**config.mk**
```make
export PLATFORM = sky130hd
export DESIGN_NAME = fetch_stage
export DESIGN_NICKNAME = d
export VERILOG_FILES = /design/src/rtl/cpu_pkg.sv /design/src/rtl/fetch_pipe_reg.sv /design/src/rtl/fetch_stage.sv
export SDC_FILE = /design/constraint.sdc
export NUM_CORES = 1
export LEC_CHECK = 0
export BUFFER_PORTS_ARGS = -buffer_cell sky130_fd_sc_hd__buf_2
export CORE_UTILIZATION = 45
export CTS_CLUSTER_DIAMETER = 80
export DETAILED_ROUTE_END_ITERATION = 10
export GPL_ROUTABILITY_DRIVEN = 0
export HOLD_SLACK_MARGIN = 0.12
export PLACE_DENSITY = 0.74
export SYNTH_ARGS = -nofsm -noshare
export SYNTH_HDL_FRONTEND = slang
export SYNTH_SLANG_ARGS = --single-unit
```
**constraint.sdc**
```tcl
create_clock -name clk -period 3.27 [get_ports clk]
set_input_delay 0.1635 -clock clk [delete_from_list [all_inputs] [get_ports clk]]
set_output_delay 0.1635 -clock clk [all_outputs]
set_load 0.005 [all_outputs]
```
**src/rtl/cpu_pkg.sv**
```systemverilog
// Shared CPU definitions: instruction encoding constants and PC alignment.
package cpu_pkg;

    // addi x0, x0, 0
    localparam logic [31:0] NOP_INST         = 32'h0000_0013;
    localparam int unsigned INST_BYTES       = 4;
    localparam int unsigned PC_ALIGN_BITS    = 2;
    localparam int unsigned DEFAULT_RESET_PC = 0;

endpackage

```
**src/rtl/fetch_pipe_reg.sv**
```systemverilog
// Valid/ready pipeline holding register carrying {pc, inst}.
// kill drops valid and keeps the payload; load captures a new payload and sets valid.
// kill takes priority over load; with neither asserted all state holds.
module fetch_pipe_reg
    import cpu_pkg::*;
#(
    parameter int unsigned AW = 16,
    parameter int unsigned DW = 32
) (
    input  logic          clk,
    input  logic          rst_n,
    input  logic          load,
    input  logic          kill,
    input  logic [AW-1:0] in_pc,
    input  logic [DW-1:0] in_inst,
    output logic          valid,
    output logic [AW-1:0] pc,
    output logic [DW-1:0] inst
);

    logic          valid_q;
    logic [AW-1:0] pc_q;
    logic [DW-1:0] inst_q;

    // Holding register: kill > load > hold
    always_ff @(posedge clk or negedge rst_n) begin
        if (!rst_n) begin
            valid_q <= 1'b0;
            pc_q    <= '0;
            inst_q  <= DW'(NOP_INST);
        end else if (kill) begin
            valid_q <= 1'b0;
        end else if (load) begin
            valid_q <= 1'b1;
            pc_q    <= in_pc;
            inst_q  <= in_inst;
        end
    end

    assign valid = valid_q;
    assign pc    = pc_q;
    assign inst  = inst_q;

endmodule

```
**src/rtl/fetch_stage.sv**
```systemverilog
// Instruction fetch stage: PC register, next-PC selection (redirect / +4 / hold),
// IF/ID register toward decode, misaligned-redirect flag and handshake counter.
module fetch_stage
    import cpu_pkg::*;
#(
    parameter int unsigned ADDR_WIDTH = 16,
    parameter int unsigned DATA_WIDTH = 32,
    parameter int unsigned RESET_PC   = DEFAULT_RESET_PC
) (
    input  logic                  clk,
    input  logic                  rst_n,
    output logic [ADDR_WIDTH-1:0] imem_addr,
    input  logic [DATA_WIDTH-1:0] imem_inst,
    input  logic                  redirect_valid,
    input  logic [ADDR_WIDTH-1:0] redirect_pc,
    input  logic                  halt,
    output logic                  out_valid,
    input  logic                  out_ready,
    output logic [ADDR_WIDTH-1:0] out_pc,
    output logic [DATA_WIDTH-1:0] out_inst,
    output logic                  misalign_err,
    output logic [31:0]           fetch_count
);

    logic [ADDR_WIDTH-1:0] pc_q, pc_d;
    logic [ADDR_WIDTH-1:0] redirect_aligned;
    logic                  adv;
    logic                  load;
    logic                  kill;
    logic                  misalign_q;
    logic [31:0]           fetch_count_q;

    assign redirect_aligned = {redirect_pc[ADDR_WIDTH-1:PC_ALIGN_BITS], {PC_ALIGN_BITS{1'b0}}};

    // Advance when not halted and the IF/ID slot is empty or being consumed
    assign adv  = !halt && (!out_valid || out_ready);
    assign load = !redirect_valid && adv;
    // Redirect discards the wrong-path slot; a halted stage lets a consumed slot drain
    assign kill = redirect_valid || (halt && out_ready);

    // Next-PC mux: redirect wins, then sequential advance, else hold
    always_comb begin
        pc_d = pc_q;
        if (redirect_valid) begin
            pc_d = redirect_aligned;
        end else if (adv) begin
            pc_d = pc_q + ADDR_WIDTH'(INST_BYTES);
        end
    end

    // PC, misalign pulse and handshake counter
    always_ff @(posedge clk or negedge rst_n) begin
        if (!rst_n) begin
            pc_q          <= ADDR_WIDTH'(RESET_PC);
            misalign_q    <= 1'b0;
            fetch_count_q <= '0;
        end else begin
            pc_q          <= pc_d;
            misalign_q    <= redirect_valid && (|redirect_pc[PC_ALIGN_BITS-1:0]);
            if (out_valid && out_ready) begin
                fetch_count_q <= fetch_count_q + 32'd1;
            end
        end
    end

    fetch_pipe_reg #(
        .AW (ADDR_WIDTH),
        .DW (DATA_WIDTH)
    ) u_if_id (
        .clk     (clk),
        .rst_n   (rst_n),
        .load    (load),
        .kill    (kill),
        .in_pc   (pc_q),
        .in_inst (imem_inst),
        .valid   (out_valid),
        .pc      (out_pc),
        .inst    (out_inst)
    );

    assign imem_addr    = pc_q;
    assign misalign_err = misalign_q;
    assign fetch_count  = fetch_count_q;

endmodule

```
==> flow_summary.yaml <==
outcome:
  run_status: "finished with violations"
  violations: "DRC"
route:
  totalWireLength_um: 9565
  route.detailed.drc: 26
  wl_per_cell_um: 14.97
  drt_iter0_markers: 109
  ant_nets: 0
  first_pass_iters: 8
  num_vias: 3234
  routed_via_density: 5.061
finish:
  n_antenna_cell: 0
  nets: 581
  area_growth_pct: 36.31
  drive_gt1_share_pct: 41.43
sta:
  post-route-period-util_pct: 61.22
  slew_headroom_pct: 53.78
  hold_viol_final: 0
  rsz0062_at_grt: "false"
  slew_violations: 0
  finClkSkew_ps: 15.07
  whs_ps: 151.0
  setup_violations: 0
  worst_pin_slew_ps: 688.0
  setup_tns_ps: 0
  fmax_mhz: 499.6
  layout_min_cycle_time_ps: 2002
critical_path:
  path_class: "register to register"
  cp_max_fo: 36
  ff2ff_setup_slack_ps: 1270
  cp-start-kind: "register"
  max_stage_delay_ps: 500
  crit_chain: "nor2b_1 > nor3_4 > buf_12 > mux2_2"
  worst_path_max_delay_cell: "nor3_4"
  required_ps: 3500
  crit_buf_inv: 1
  critical_path_arrival_ps: 2230
  cp_top_family: "simple AND/OR/NAND/NOR gates"
  cp-end-kind: "register"
floorplanning:
  initial_utilization_pct: 46.76
  die_w_um: 97.66
  die_h_um: 97.66
  die-area_um2: 9537
  core_area_um2: 8806
  rows: 34
  pin_count: 151
logic_synthesis:
  synth-edff-count: 0
  ys_ff_latch: 94
  synth_cell_types: 47
  yosysWarnings: 0
  async_flop_share_pct: 100.0
  synth_area_um2: 4118
  ys_seq_area_share_pct: 57.22
  synth_cells: 331
  synthFlopType: "dfrtp_1"
  synth.avg_cell_area_um2: 12.44
min_path:
  hold_path.class: "input port to register"
placement:
  dp_hpwl_um: 6451
  portBuffers: 146
global_route:
  grt_remaining_overflow: 0
  antenna_found_initial: 0
  grt_max_degree: 56
  grt_pass1_wl_um: 15790
  grt.total_usage_pct: 20.98
  grt_pass1_vias: 3228
clocking:
  insertion_delay_ps: 350
  cts_resized: 0
  clkTransAtPathRegs_ps: 80
  cts_tree: "yes"
  h-tree-depth: 3
  clock-sinks: 94
  ctsRootBufferMaster: "clkbuf_8"
  post-cts-setup-buffer-count: 0
  numCtsBuffers: 9
  clock_path_buffers: 2
power_and_ir_drop:
  power.leakage_nw: 2.680
  powerDensity_nw_per_um2: 495.0
  ir_drop_mv: 0.3274
job:
  cap_viol_max_count: 0
through the flow:
| stage | setup slack (ps) | util (%) | total power [mW] | area [µm²] | std cells |
|---|---|---|---|---|---|
| 6_report | 1268 | 63.74 | 2.778 | 5613 | 639 |
| 5_1_grt | 1117 | 63.74 | 2.931 | 5613 | 639 |
| 4_1_cts | 1238 | 63.74 | 2.810 | 5613 | 639 |
| 3_5_place_dp | 1267 | 56.04 | 1.949 | 4935 | 576 |
| 3_3_place_gp | 1364 | 56.04 | 1.924 | 4935 | 576 |
| 2_1_floorplan | 1390 | - | 1.680 | 4129 | 334 |
cells by family (layout without fill, tap and decap cells):
group                      after synthesis  in the layout  synth area share, %
adders and majority gates                2              2               0.6076
and+or+nand+nor                        106            106                14.65
muxes                                   48             48                13.10
DFF                                     94             94                57.22
AOI/OAI and AO/OA                       20             20                3.221
xor gates and xnor gates                37             37                7.870
other                                    1              4              0.09107
buffers and inverters                   23            220                3.251
timing repair:
item,in CTS,in global routing
hold endpoints to repair,97,0
hold buffers,47,0
setup endpoints to repair,0,0
worst paths after layout:
kind / cells past startpoint / to / startpoint
setup / recovery: 4 / u_if_id.inst[23]$_DFFE_PN0P_ / u_if_id.valid$_DFFE_PN0P_
hold / removal: 3 / imem_addr[12]$_DFFE_PN0P_ / redirect_pc[12]
setup reg to reg: 4 / u_if_id.inst[23]$_DFFE_PN0P_ / u_if_id.valid$_DFFE_PN0P_
hold reg to reg: 1 / fetch_count[31]$_DFFE_PN0P_ / fetch_count[31]$_DFFE_PN0P_
max in group asynchronous: 3 / u_if_id.inst[4]$_DFFE_PN1P_ / rst_n
min in group asynchronous: 2 / u_if_id.pc[5]$_DFFE_PN0P_ / rst_n
sequential cells by signal (all words and copies together), names as in the netlist:
| signal | cells |
|---|---|
| u_if_id.valid | 1 |
| misalign_err | 1 |
| fetch_count | 32 |
| u_if_id.pc | 14 |
| u_if_id.inst | 32 |
| imem_addr | 14 |
tightest hold or removal path: cells and delay by family:
family / cells / cell delay [ps]
and+or+nand+nor: 1 / 90
AOI/OAI and AO/OA: 1 / 130
buffers and inverters: 1 / 70
cell usage in the layout (no fill, tap or decap), types with 7 or more instances in the layout:
master	count
buf_2	145
mux2_2	47
clkbuf_8	9
nor3_1	9
xnor2_1	26
xor2_1	11
nor2_1	11
nand3_1	13
nand4_1	8
o21ai_0	7
nand2_1	26
dlygate4sd3_1	47
dfrtp_1	91
inv_1	7
layout make-up:
type	instances	area, µm²
Fill cell	715	3193
Sequential cell	94	2356
Multi-Input combinational cell	217	1645
Timing Repair Buffer	196	1239
Clock buffer	12	135.1
Tap cell	108	135.1
Clock inverter	4	72.57
Inverter	8	30.03
Yosys cell counts, types with 2 or more instances:
cell type	instances	area share, %
nor3_1	9	1.1
buf_4	4	0.73
o31ai_1	3	0.55
dfstp_2	3	1.9
or4_1	6	1.1
nor2_1	11	1.0
xnor2_1	26	5.5
inv_1	7	0.64
and3_1	4	0.61
o211ai_1	2	0.36
nand4_1	8	1.2
nor4b_1	2	0.43
or3_1	2	0.30
o21ai_0	7	0.85
o31a_1	3	0.64
buf_6	2	0.55
dfrtp_1	91	55
nand2b_1	2	0.30
clkbuf_1	2	0.18
xor2_1	11	2.3
nor2b_1	2	0.30
ha_1	2	0.61
buf_2	5	0.61
nand3_1	13	1.6
nor4_1	4	0.61
nor3b_1	2	0.36
a31oi_1	3	0.46
nor4_2	2	0.61
mux2_2	47	13
nand2_1	26	2.4
and4_1	4	0.85
where the power goes:
group          switching, mW  leakage (nW)  internal [mW]  total [mW]
clock                  0.380         0.101          0.431       0.811
sequential             0.121          1.14           1.32        1.44
combinational          0.220          1.44          0.305       0.526
per-layer routing:
| metal | GRT usage, % | part of all wire [%] |
|---|---|---|
| met5 | 0 | 0 |
| met4 | 8.858 | 2.0 |
| met3 | 2.878 | 4.1 |
| met2 | 36.44 | 52 |
| met1 | 26.24 | 42 |
No activity file was read; power rests on OpenSTA's default activity.
